File: src/rtl/mpu_irq_ctrl.sv
// rtl/mpu_irq_ctrl.sv - interrupt arbiter/controller for the MPU
// Serves masked level requests one at a time, lowest index first, with EOI/ack handshake.
module mpu_irq_ctrl #(
    parameter int NUM_IRQ     = 8,
    parameter int CLR_TIMEOUT = 15
) (
    input  logic       clk,
    input  logic       reset,
    input  logic [7:0] irq_in,
    input  logic       cpu_wr,
    input  logic       cpu_rd,
    input  logic [1:0] cpu_addr,
    input  logic [7:0] cpu_wdata,
    output logic [7:0] cpu_rdata,
    output logic       irq_out,
    output logic [2:0] irq_id,
    output logic [7:0] irq_ack_out
);
    typedef enum logic [1:0] {IDLE, ACTIVE, ACK, CLRWAIT} state_t;

    localparam logic [3:0] TMO = CLR_TIMEOUT[3:0];

    state_t     state_q;
    logic [7:0] mask_q;
    logic [7:0] cpu_rdata_q;
    logic       irq_out_q;
    logic [2:0] irq_id_q;
    logic [7:0] irq_ack_out_q;
    logic [3:0] wait_q;
    logic [3:0] wait_d;
    logic [7:0] pending;
    logic [2:0] lowest;
    logic [7:0] rd_mux;
    logic       eoi_wr;
    logic       busy;

    assign pending = irq_in & mask_q;
    assign eoi_wr  = cpu_wr && (cpu_addr == 2'd3);
    assign busy    = (state_q != IDLE);
    assign wait_d  = wait_q + 4'd1;

    // Scan downward so the last hit, i.e. the lowest index, wins.
    always_comb begin
        lowest = '0;
        for (int i = NUM_IRQ - 1; i >= 0; i--) begin
            if (pending[i]) lowest = 3'(i);
        end
    end

    always_comb begin
        rd_mux = '0;
        case (cpu_addr)
            2'd0:    rd_mux = mask_q;
            2'd1:    rd_mux = pending;
            2'd2:    rd_mux = {busy, 4'b0000, irq_id_q};
            default: rd_mux = '0;
        endcase
    end

    always_ff @(posedge clk) begin
        if (reset) begin
            state_q       <= IDLE;
            mask_q        <= '0;
            cpu_rdata_q   <= '0;
            irq_out_q     <= 1'b0;
            irq_id_q      <= '0;
            irq_ack_out_q <= '0;
            wait_q        <= '0;
        end else begin
            if (cpu_wr && (cpu_addr == 2'd0)) mask_q <= cpu_wdata;
            if (cpu_rd) cpu_rdata_q <= rd_mux;
            case (state_q)
                IDLE: begin
                    if (pending != 8'd0) begin
                        state_q   <= ACTIVE;
                        irq_id_q  <= lowest;
                        irq_out_q <= 1'b1;
                    end
                end
                ACTIVE: begin
                    if (eoi_wr) begin
                        state_q       <= ACK;
                        irq_out_q     <= 1'b0;
                        irq_ack_out_q <= 8'd1 << irq_id_q;
                    end
                end
                ACK: begin
                    state_q       <= CLRWAIT;
                    irq_ack_out_q <= '0;
                    wait_q        <= '0;
                end
                CLRWAIT: begin
                    // A source still high at timeout is simply re-arbitrated from IDLE.
                    wait_q <= wait_d;
                    if (!irq_in[irq_id_q] || (wait_d == TMO)) state_q <= IDLE;
                end
                default: state_q <= IDLE;
            endcase
        end
    end

    assign cpu_rdata   = cpu_rdata_q;
    assign irq_out     = irq_out_q;
    assign irq_id      = irq_id_q;
    assign irq_ack_out = irq_ack_out_q;
endmodule

File: config.mk
export PLATFORM = sky130hd
export DESIGN_NAME = mpu_irq_ctrl
export DESIGN_NICKNAME = d
export VERILOG_FILES = /design/src/rtl/mpu_irq_ctrl.sv
export SDC_FILE = /design/constraint.sdc
export NUM_CORES = 1
export LEC_CHECK = 0
export ABC_CLOCK_PERIOD_IN_PS = 2080
export BUFFER_PORTS_ARGS = -buffer_cell sky130_fd_sc_hd__buf_2
export CORE_MARGIN = 5
export CORE_UTILIZATION = 35
export DETAILED_ROUTE_END_ITERATION = 6
export SLEW_MARGIN = 5
export SYNTH_ARGS = -nofsm -noshare
export SYNTH_HDL_FRONTEND = slang
export SYNTH_SLANG_ARGS = --single-unit
File: constraint.sdc
create_clock -name clk -period 2.08 [get_ports clk]
set_input_delay 0.208 -clock clk [delete_from_list [all_inputs] [get_ports clk]]
set_output_delay 0.208 -clock clk [all_outputs]
set_load 0.1 [all_outputs]
Word-level counts from Yosys, hierarchy flattened --
Cells that the tools add are included.
Operators by class: bitwise logic cells 1, order comparisons 1, shift operators 1, mux-type cells 21, equal/unequal tests 10, reductions and logical operators 15, add/sub/neg operators 1
Operators with widths (number):
- 2-to-1 mux 3 bit | 8
- case mux 8 bit (3 select lines) | 1
- case mux 8 bit (2 select lines) | 1
- AND 8 bit | 1
- equality test 2 bit, second input constant | 4
- 2-to-1 mux 8 bit | 1
- case mux 2 bit (4 select lines) | 1
- case mux 4 bit (2 select lines) | 1
- nonzero test 2 bit | 4
- nonzero test 8 bit | 1
- left shift 1 x 3 -> 8 bit, first input constant | 1
- 2-to-1 mux 2 bit | 3
- != test 2 bit, second input constant | 3
- AND reduction 3 bit | 2
- adder 4 x 1 -> 4 bit, second input constant | 1
- equality test 2 x 1 -> 1 bit, second input constant | 2
- equality test 4 bit, second input constant | 1
- logical NOT 2 bit | 2
- less-than comparator 3 x 4 -> 1 bit, second input constant | 1
- AND reduction 2 bit | 2
- binary-select mux 1 bit (select 3 bit) | 1
- 2-to-1 mux 1 bit | 3
- logical AND 1 bit | 2
- case mux 1 bit (2 select lines) | 1
- other kinds (2) | 2
Storage, ports and cells: bits of input ports 22, output and inout port bits 20, flip-flop bits (word level) 34

Logic depth before layout (Yosys ltp) --
Gate-level depths: netlist of run 1.
depth after elaboration 9, gate-level depth with buffers 9

Least setup slack after synthesis of run 1 --
No wires, ideal clock.
path kind reg2reg, start point register irq_id_q[0], in the netlist irq_id[0], end point register state_q[0], required time 2.010 ns, path slack -0.213 ns, library setup time 0.070 ns, path buffers 1, cell stages (with the launch flop) 7, period minus slack after synthesis 2.293 ns, arrival time 2.223 ns, cells stage by stage dfxtp_1 -> buf_6 -> mux4_2 -> o22ai_1 -> a211oi_1 -> a211o_1 -> a21oi_1
Between the ends: longest elaborated chain between the ends 6
RTL lines:
- start: declaration | RTL line 27 | logic [2:0] irq_id_q;
- start signal: assignment | RTL line 76 | irq_id_q <= lowest;
- binary-select mux 1 bit (select 3 bit) | RTL line 95 | if (!irq_in[irq_id_q] || (wait_d == TMO)) state_q <= IDLE;
- 2-to-1 mux 1 bit (not written as such) | RTL line 95
- logical NOT 1 bit | RTL line 95
- logical OR 1 bit | RTL line 95
- != test 2 bit (no source line)
- AND reduction 3 bit (no source line)
- end signal: assignment | RTL line 88 | state_q <= CLRWAIT;
- end signal: assignment | RTL line 95
- end signal: assignment | RTL line 97 | default: state_q <= IDLE;
- end: declaration | RTL line 23 | state_t state_q;
Every way passes these cells. The select of a mux whose other input is x is not followed. A chain may end at the register's enable or synchronous reset.

Worst setup path in the final report of run 1 --
start point register state_q[0], end point register irq_ack_out_q[3], in the netlist irq_ack_out[3]
Between the ends: longest elaborated chain between the ends 3, elaborated cells on any way between the ends 6
RTL lines:
- start signal: assignment | RTL line 62 | state_q <= IDLE;
- start signal: assignment | RTL line 75 | state_q <= ACTIVE;
- start signal: assignment | RTL line 82 | state_q <= ACK;
- equality test 2 x 1 -> 1 bit / equality test 2 bit (equally long branches) | RTL line 72 | case (state_q)
- != test 2 bit (no source line) / nonzero test 2 bit (equally long branches)
- AND reduction 2 bit (no source line)
- end signal: assignment | RTL line 84 | irq_ack_out_q <= 8'd1 << irq_id_q;
- end: declaration | RTL line 28 | logic [7:0] irq_ack_out_q;
Parallel ways exist; a longest one is shown, timed or not.

==> summary.md, run 1 <==
| Metric | Value |
|---|---|
| Outcome | completed |
| Met1 wire length | 2.03 mm |
| Vias in the first global route | 1523 |
| Layout cells sized above 1 | 22.8% |
| Cell Area, Synth | 1700 um^2 |
| Total chip power | 0.00188 W |
| Worst Skew | 0.00764 ns |
| Die W | 79.8 um |
| Crit path largest cell delay | 0.40 ns |
| YS warnings | 0 |
| DIE HEIGHT | 79.8 um |
| Worst hold path class | in -> reg |
| Clock group share of total power | 31.6% |
| Sequential share of power | 39.4% |
| TNS Setup | 0 ns |
| Dominant synthesized flop cell | dfxtp_1 |
| Drt first pass iters | 4 |
| Post-layout minimum cycle time | 1.76 ns |
| Critical Path RT | 2.30 ns |
| Tightest Pin Transition | 0.576 ns |
| Slowest CP cell | mux2_2 |
| Pwr dens | 913 nW/um^2 |
| Hpwl dp | 3.14 mm |
| Netlist cell types | 42 |
| Met2 WL post-DR | 1.93 mm |
| Met3 wire len | 150 um |
| Num CTS Buffers | 5 |
| Util after Layout | 43.7% |
| Async S/R FF share, synth | 0% |
| Starting Density | 36.1% |
| Most common cell after layout, fill and taps aside | buf_2 |
| Area added between synthesis and finish | 21.1% |
| CP Cell Sequence | inv_1 -> ha_1 -> inv_1 -> mux2_2 -> nor4_1 -> a21oi_1 -> nor2_1 |
| Vias per inst | 5.03 |
| Placed Instance Area | 1950 um^2 |
| Final setup violation count | 0 |
| Flip-flop and latch area | 683 um^2 |
| H-Tree Depth | 2 |
| Remaining DRCs | 0 |
| Total gr overflow | 0 |
| Pint | 0.00121 W |
| Initial antenna violation count | 0 |
| I/O pin cnt | 42 |
| Clock root buffer | clkbuf_8 |
| Worst-path clk slew | 0.07 ns |
| Port buffer count | 41 |
| Post-CTS Hold Fix Bufs | 0 |
| Switching Power | 0.000672 W |
| Sequential area share after synthesis | 39.9% |
| Logic gate share of total power | 29.0% |
| Synth Area per Inst | 8.44 um^2 |
| CTS resizes | 0 |
| Diode count | 0 |
| Syn Nets | 230 |
| Routability cong. | 0.862 |
| Multi-input gate area | 921 um^2 |
| Vias | 1549 |
| Finished Cell Area | 2060 um^2 |
| Crit path top cell by count | inv_1 |
| Maximum root-to-sink buffer count | 2 |
| Largest net degree at the start of global routing | 32 |
| Relative slew slack | 61.6% |
| Final worst path period share | 84.7% |
| Most frequent cells in the layout | 41 x buf_2, 32 x dfxtp_1, 30 x nor2_1 |
| Final Max Slew Viols | 0 |
| Startpoint types | flip-flop |
| Worst skew pair latency | 0.29 ns |
| Placed Cells incl. Taps | 300 |
| Drt wl/cell | 13.6 um |
| Die area | 6360 um^2 |
| CTS tree | done |
| Mapped Cells | 202 |
| Final nets | 268 |
| Post-CTS setup buffer count | 0 |
| Total Routing Usage GR | 14.4% |
| Net Sw Frac | 35.7% |
| Setup CP Type | reg -> reg |
| RSZ-0062 raised after global routing | no |
| Max_cap viols | 0 |
| Fmax | 568 MHz |
| Post-synth EDFFs | 0 |
| Synth Register Bits | 34 |
| WL final | 4.18 mm |
| Leakage | 0.825 nW |
| Max VDD drop | 426 uV |
| Worst path arrival time | 1.99 ns |
| Final std cells w/o fill | 308 |
| Top Layer Used | met4 |
| Hold Vio Cnt, Final | 0 |
| Filler cell count in the final layout | 500 |
| # clock sinks | 34 |
| Initial drt markers | 42 |
| First-pass GRT wire length | 7.27 mm |
| Worst setup EP type | flip-flop |
| Core area | 4720 um^2 |
| Final ANT Viol Nets | 0 |
| Placement Rows | 25 |
| Crit path max fanout | 16 |
## synthesized netlist by cell type (all sizes together), types with 2 or more instances
library cell | count | area, um^2
nor2b | 2 | 12.5
o21ai | 6 | 33.8
o211ai | 2 | 15.0
nor3b | 2 | 15.0
a211oi | 3 | 22.5
nor4 | 4 | 25.0
buf | 5 | 31.3
nand2 | 11 | 41.3
dfxtp | 34 | 681
clkbuf | 7 | 26.3
nor3 | 4 | 20.0
nand3 | 2 | 10.0
nor2 | 30 | 113
mux2i | 11 | 110
ha | 6 | 75.1
a22oi | 6 | 45.0
a21oi | 22 | 110
a311oi | 2 | 17.5
nand2b | 8 | 50.1
inv | 11 | 41.3
a32oi | 2 | 17.5
or3 | 2 | 12.5
mux2 | 2 | 22.5
o2111ai | 4 | 35.0
## flip-flops by register name, indices dropped and copies added (netlist names)
register and count:
irq_ack_out 8, mask_q 8, cpu_rdata 8, state_q 2, irq_id 3, wait_q 4, irq_out 1
## per-layer routing
layer	vias to the layer above	global-route usage [%]
li1	799	-
met1	715	19.0
met2	29	22.8
met3	6	3.05
met4	0	5.91
met5	-	0
## area by class of cell
type,count,share of cell area (%)
multi-input cells,144,44.6
clock inverters,2,1.82
repair buffers,43,10.7
well taps,67,4.06
flip-flops and latches,34,33.1
clock buffers,6,3.52
inverters,12,2.18
## worst max-delay path: cells and delay by family (launching register included)
kind | cells | cell delay (ns)
compound gates | 1 | 0.07
fa+ha+maj | 1 | 0.32
buf+inv | 2 | 0.21
flops | 1 | 0.34
mux | 1 | 0.40
simple gates | 2 | 0.38
## power groups by stage
stage	sequential, W	combinational (W)	clock (W)
CTS	0.000742	0.000548	0.000623
floorplan	0.000897	0.000290	0
global route	0.000750	0.000603	0.000656
detailed placement	0.000757	0.000545	0
finish	0.000743	0.000546	0.000595
global placement	0.000759	0.000544	0
## cells by family (layout without fill, tap and decap cells)
family          Yosys count  count (layout)  share of synthesized area, %
fa+ha+maj                 6               6                          4.41
mux                      14              14                          9.10
simple gates             70              70                          19.7
flops                    34              34                          39.9
buf+inv                  24              63                          6.02
compound gates           54              54                          20.9
## final timing paths
path	start	end	slack [ns]	cells after the start
setup / recovery	state_q[0]	irq_ack_out[3]	0.32	7
hold / removal	cpu_wdata[0]	mask_q[0]	0.16	3
setup reg to reg	state_q[0]	irq_ack_out[3]	0.32	7
hold reg to reg	cpu_rdata[6]	cpu_rdata[6]	0.47	2
## per-stage QoR
step           hold WS [ns]  setup slack (ns)
2_1_floorplan         0.355             0.112
3_3_place_gp          0.441             0.322
6_report              0.160             0.319
3_5_place_dp          0.452             0.330
4_1_cts               0.147             0.311
5_1_grt               0.152            0.0711
No activity file was read; power rests on OpenSTA's default activity.
==> inputs of run 2 (changes only) <==
--- a/config.mk
+++ b/config.mk
@@ -5,7 +5,7 @@
 export SDC_FILE = /design/constraint.sdc
 export NUM_CORES = 1
 export LEC_CHECK = 0
-export ABC_CLOCK_PERIOD_IN_PS = 2080
+export ABC_CLOCK_PERIOD_IN_PS = 1800
 export BUFFER_PORTS_ARGS = -buffer_cell sky130_fd_sc_hd__buf_2
 export CORE_MARGIN = 5
 export CORE_UTILIZATION = 35
==> constraint.sdc (replaced) <==
create_clock -name clk -period 1.8 [get_ports clk]
set_input_delay 0.18 -clock clk [delete_from_list [all_inputs] [get_ports clk]]
set_output_delay 0.18 -clock clk [all_outputs]
set_load 0.1 [all_outputs]
==> summary.md, run 2 (synthesis results as in run 1) <==
| Metric | Value |
|---|---|
| DIE HEIGHT | 79.8 um |
| Hpwl dp | 3.06 mm |
| Final nets | 267 |
| Drt wl/cell | 13.5 um |
| Critical Path RT | 1.96 ns |
| Crit path max fanout | 11 |
| Initial antenna violation count | 0 |
| Placement Rows | 25 |
| Util after Layout | 43.7% |
| Crit path largest cell delay | 0.52 ns |
| Worst path bufs/invs | 0 |
| I/O pin cnt | 42 |
| Initial drt markers | 82 |
| Worst path arrival time | 1.79 ns |
| # clock sinks | 34 |
| Die W | 79.8 um |
| Worst-path clk slew | 0.07 ns |
| Worst R2R Setup Slack | 0.17 ns |
| Core area | 4720 um^2 |
| TNS Setup | 0 ns |
| First-pass GRT wire length | 6.83 mm |
| Tightest Pin Transition | 0.654 ns |
| End of the worst hold path | mask_q[0] |
| Pwr dens | 1010 nW/um^2 |
| Total chip power | 0.00208 W |
| Most common cell after layout, fill and taps aside | buf_2 |
| Port buffer count | 41 |
| Post-CTS Hold Fix Bufs | 0 |
| Final Max Slew Viols | 0 |
| Starting Density | 36.1% |
| Worst Skew | 0.00393 ns |
| Clock root buffer | clkbuf_8 |
| Outcome | completed |
| Layout cells sized above 1 | 24.2% |
| Filler cell count in the final layout | 481 |
| Post-layout minimum cycle time | 1.63 ns |
| Leakage | 0.827 nW |
| Fmax | 614 MHz |
| Diode count | 0 |
| Worst skew pair latency | 0.28 ns |
| Max_cap viols | 0 |
| Hold slack | 0.125 ns |
| Num CTS Buffers | 5 |
| Reg-to-Reg Start | irq_id[0] |
| Worst setup EP type | flip-flop |
| Post-CTS setup buffer count | 0 |
| WHS Path Cells | 3 |
| CTS resizes | 0 |
| Drt first pass iters | 4 |
| Vias in the first global route | 1454 |
| Setup CP Type | reg -> reg |
| Min-delay src | cpu_wdata[0] |
| Vias per inst | 5.10 |
| WL final | 4.14 mm |
| Final setup violation count | 0 |
| Final ANT Viol Nets | 0 |
| Area added between synthesis and finish | 21.1% |
| Final worst path period share | 90.5% |
| Total Routing Usage GR | 13.4% |
| Most frequent cells in the layout | 41 x buf_2, 31 x dfxtp_1, 30 x nor2_1 |
| Hold Vio Cnt, Final | 0 |
| Die area | 6360 um^2 |
| Largest net degree at the start of global routing | 36 |
| H-Tree Depth | 2 |
| Max VDD drop | 427 uV |
| Routability cong. | 0.835 |
| RSZ-0062 raised after global routing | no |
| CTS tree | done |
| Slowest CP cell | mux4_2 |
| Vias | 1565 |
| Startpoint types | flip-flop |
| Total gr overflow | 0 |
| CP Cell Sequence | mux4_2 -> o22ai_2 -> a211oi_2 -> o41ai_1 |
| Relative slew slack | 56.4% |
| Worst r2r dst | state_q[1] |
| Maximum root-to-sink buffer count | 2 |
| Top cell family by delay on the critical path | compound AO/OA/AOI/OAI gates |
| Worst hold path class | in -> reg |
| FF-to-FF path depth | 4 |
| Remaining DRCs | 0 |
-- run 2: cell types whose count changed in the layout (fill, tap and decap cells not counted), sizes merged --
cell	previous run	this run
clkinvlp	1	0
buf	43	42
clkinv	1	2
clkbuf	6	7
bufinv	1	0
-- run 2: cell type report --
cell class                 instances  area (um^2)  share of cell area [%]
sequential                        34          689                    33.4
clock inverter                     1         5.00                   0.242
clock buffer                       7         86.3                    4.18
inverter                          12         45.0                    2.18
tap                               67         83.8                    4.06
multi-input combinational        144          942                    45.6
timing repair buffer              42          213                    10.3
-- run 2: worst max path at each step --
stage                     startpoint              to  slack, ns  depth (start not counted)
final                      irq_id[0]      state_q[1]       0.17                          4
after global routing       wait_q[0]      state_q[1]       0.03                          7
after CTS                 state_q[0]  irq_ack_out[3]       0.12                          7
after detailed placement  state_q[0]  irq_ack_out[2]       0.18                          7
after global placement     irq_id[0]      state_q[1]       0.18                          4
after floorplan            irq_id[0]      state_q[0]     -0.008                          6
-- run 2: through the flow --
stage / worst slack [ns] / cells / area (um^2)
after floorplan: -0.00850 / 202 / 1720
after global placement: 0.176 / 299 / 1960
after detailed placement: 0.180 / 299 / 1960
after CTS: 0.116 / 307 / 2050
after global routing: 0.0349 / 307 / 2060
final: 0.171 / 307 / 2060
-- run 2: power breakdown --
| group | internal (W) | total, W | switching, W |
|---|---|---|---|
| logic | 0.000196 | 0.000648 | 0.000453 |
| registers | 0.000804 | 0.000862 | 0.0000576 |
| clock network | 0.000308 | 0.000574 | 0.000265 |
| total | 0.00131 | 0.00208 | 0.000776 |
-- run 2: worst min-delay path: stages --
cell and delay (ns):
buf_2 0.07, mux2i_1 0.05, nor2_1 0.07
-- run 2: layer usage --
metal / wire (um) / GRT usage, %
met4: 54 / 4.73
met1: 1950 / 17.0
met5: 0 / 0
met2: 1970 / 22.3
met3: 167 / 2.93
==> inputs of run 3 (changes only) <==
--- a/config.mk
+++ b/config.mk
@@ -5,7 +5,7 @@
 export SDC_FILE = /design/constraint.sdc
 export NUM_CORES = 1
 export LEC_CHECK = 0
-export ABC_CLOCK_PERIOD_IN_PS = 1800
+export ABC_CLOCK_PERIOD_IN_PS = 2100
 export BUFFER_PORTS_ARGS = -buffer_cell sky130_fd_sc_hd__buf_2
 export CORE_MARGIN = 5
 export CORE_UTILIZATION = 35
==> constraint.sdc (replaced) <==
create_clock -name clk -period 2.1 [get_ports clk]
set_input_delay 0.21 -clock clk [delete_from_list [all_inputs] [get_ports clk]]
set_output_delay 0.21 -clock clk [all_outputs]
set_load 0.1 [all_outputs]
==> summary.md, run 3 (synthesis results as in run 1) <==
| Metric | Value |
|---|---|
| Final nets | 268 |
| Startpoint types | flip-flop |
| Total Routing Usage GR | 14.5% |
| Vias in the first global route | 1517 |
| Final worst path period share | 85.5% |
| Largest net degree at the start of global routing | 27 |
| Starting Density | 36.1% |
| Max_cap viols | 0 |
| Maximum root-to-sink buffer count | 2 |
| Worst Skew | 0.00846 ns |
| Most frequent cells in the layout | 41 x buf_2, 32 x dfxtp_1, 30 x nor2_1 |
| Drt first pass iters | 4 |
| Initial antenna violation count | 0 |
| Worst path arrival time | 2.02 ns |
| Crit path capture | irq_ack_out[1] |
| Final setup violation count | 0 |
| Crit path largest cell delay | 0.40 ns |
| Post-CTS setup buffer count | 0 |
| Tightest Pin Transition | 0.490 ns |
| Hold Vio Cnt, Final | 0 |
| WL final | 4.19 mm |
| Vias | 1594 |
| Setup CP Type | reg -> reg |
| DIE HEIGHT | 79.8 um |
| Max VDD drop | 389 uV |
| Relative slew slack | 67.3% |
| Worst R2R Setup Slack | 0.30 ns |
| Initial drt markers | 114 |
| Final ANT Viol Nets | 0 |
| FF-to-FF path depth | 7 |
| TNS Setup | 0 ns |
| Num CTS Buffers | 5 |
| Worst skew pair latency | 0.29 ns |
| Diode count | 0 |
| Vias per inst | 5.18 |
| Slowest CP cell | mux2_2 |
| Die area | 6360 um^2 |
| Routability cong. | 0.855 |
| WHS Path Cells | 3 |
| I/O pin cnt | 42 |
| Crit path from | state_q[0] |
| Hpwl dp | 3.08 mm |
| Drt wl/cell | 13.6 um |
| First-pass GRT wire length | 7.20 mm |
| RSZ-0062 raised after global routing | no |
| # clock sinks | 34 |
| Most common cell after layout, fill and taps aside | buf_2 |
| Placement Rows | 25 |
| Worst setup EP type | flip-flop |
| Leakage | 0.831 nW |
| Pwr dens | 895 nW/um^2 |
| Critical Path RT | 2.32 ns |
| Clock root buffer | clkbuf_8 |
| Layout cells sized above 1 | 23.2% |
| CP Cell Sequence | inv_1 -> ha_1 -> inv_1 -> mux2_2 -> nor4_1 -> a21oi_1 -> nor2_1 |
| Reg-to-Reg Start | state_q[0] |
| Area added between synthesis and finish | 21.1% |
| Post-layout minimum cycle time | 1.80 ns |
| Fmax | 557 MHz |
| Post-CTS Hold Fix Bufs | 0 |
| Outcome | completed |
| Worst r2r dst | irq_ack_out[1] |
| Total gr overflow | 0 |
| Worst-path clk slew | 0.07 ns |
| CTS resizes | 0 |
| Die W | 79.8 um |
| Worst hold path class | in -> reg |
| Core area | 4720 um^2 |
| Remaining DRCs | 0 |
| CTS tree | done |
| Port buffer count | 41 |
| Crit path max fanout | 16 |
| H-Tree Depth | 2 |
| Final Max Slew Viols | 0 |
| Crit path top cell by count | inv_1 |
| Hold slack | 0.159 ns |
-- run 3: how the worst min path moves through the flow --
stage	slack (ns)	from	end
after floorplan	0.36	cpu_wdata[0]	mask_q[0]
after global placement	0.44	cpu_wdata[7]	mask_q[7]
after detailed placement	0.45	cpu_wdata[7]	mask_q[7]
after CTS	0.14	cpu_wdata[1]	mask_q[1]
after global routing	0.16	cpu_wdata[6]	mask_q[6]
final	0.16	cpu_wdata[1]	mask_q[1]
-- run 3: metrics by stage --
stage | instance area, um^2 | power, W | instances | util [%] | worst slack [ns]
6_report | 2060 | 0.00185 | 308 | 43.7 | 0.304
5_1_grt | 2060 | 0.00197 | 308 | 43.7 | 0.0712
4_1_cts | 2060 | 0.00187 | 308 | 43.7 | 0.323
3_5_place_dp | 1950 | 0.00129 | 300 | 41.4 | 0.354
3_3_place_gp | 1950 | 0.00129 | 300 | 41.4 | 0.328
2_1_floorplan | 1710 | 0.00118 | 202 | - | 0.132
-- run 3: critical path: cells and delay by family, from the launching register on --
family,cells,cell delay (ns)
muxes,1,0.40
AOI/OAI and AO/OA,1,0.07
adders and majority gates,1,0.32
and+or+nand+nor,2,0.36
buffers and inverters,2,0.22
DFF,1,0.35
-- run 3: final cells by class --
| class | count | area (um^2) |
|---|---|---|
| sequential | 34 | 683 |
| inverter | 12 | 45.0 |
| tap | 67 | 83.8 |
| timing repair buffer | 43 | 220 |
| multi-input combinational | 144 | 921 |
| clock buffer | 8 | 110 |
| fill | 489 | 2660 |
-- run 3: report_power, final --
| part | switching [W] | leakage, nW | internal [W] |
|---|---|---|---|
| registers | 0.0000484 | 0.277 | 0.000689 |
| clock network | 0.000236 | 0.0575 | 0.000331 |
| logic | 0.000383 | 0.497 | 0.000158 |
| total | 0.000668 | 0.831 | 0.00118 |
-- run 3: per-layer routing --
layer  share of wire (%)  GRT usage, %  up-vias
met5                   0             0        -
met2                  45          21.5       43
li1                    -             -      797
met3                 4.2          2.60       11
met4                 3.1          8.11        0
met1                  48          19.6      743
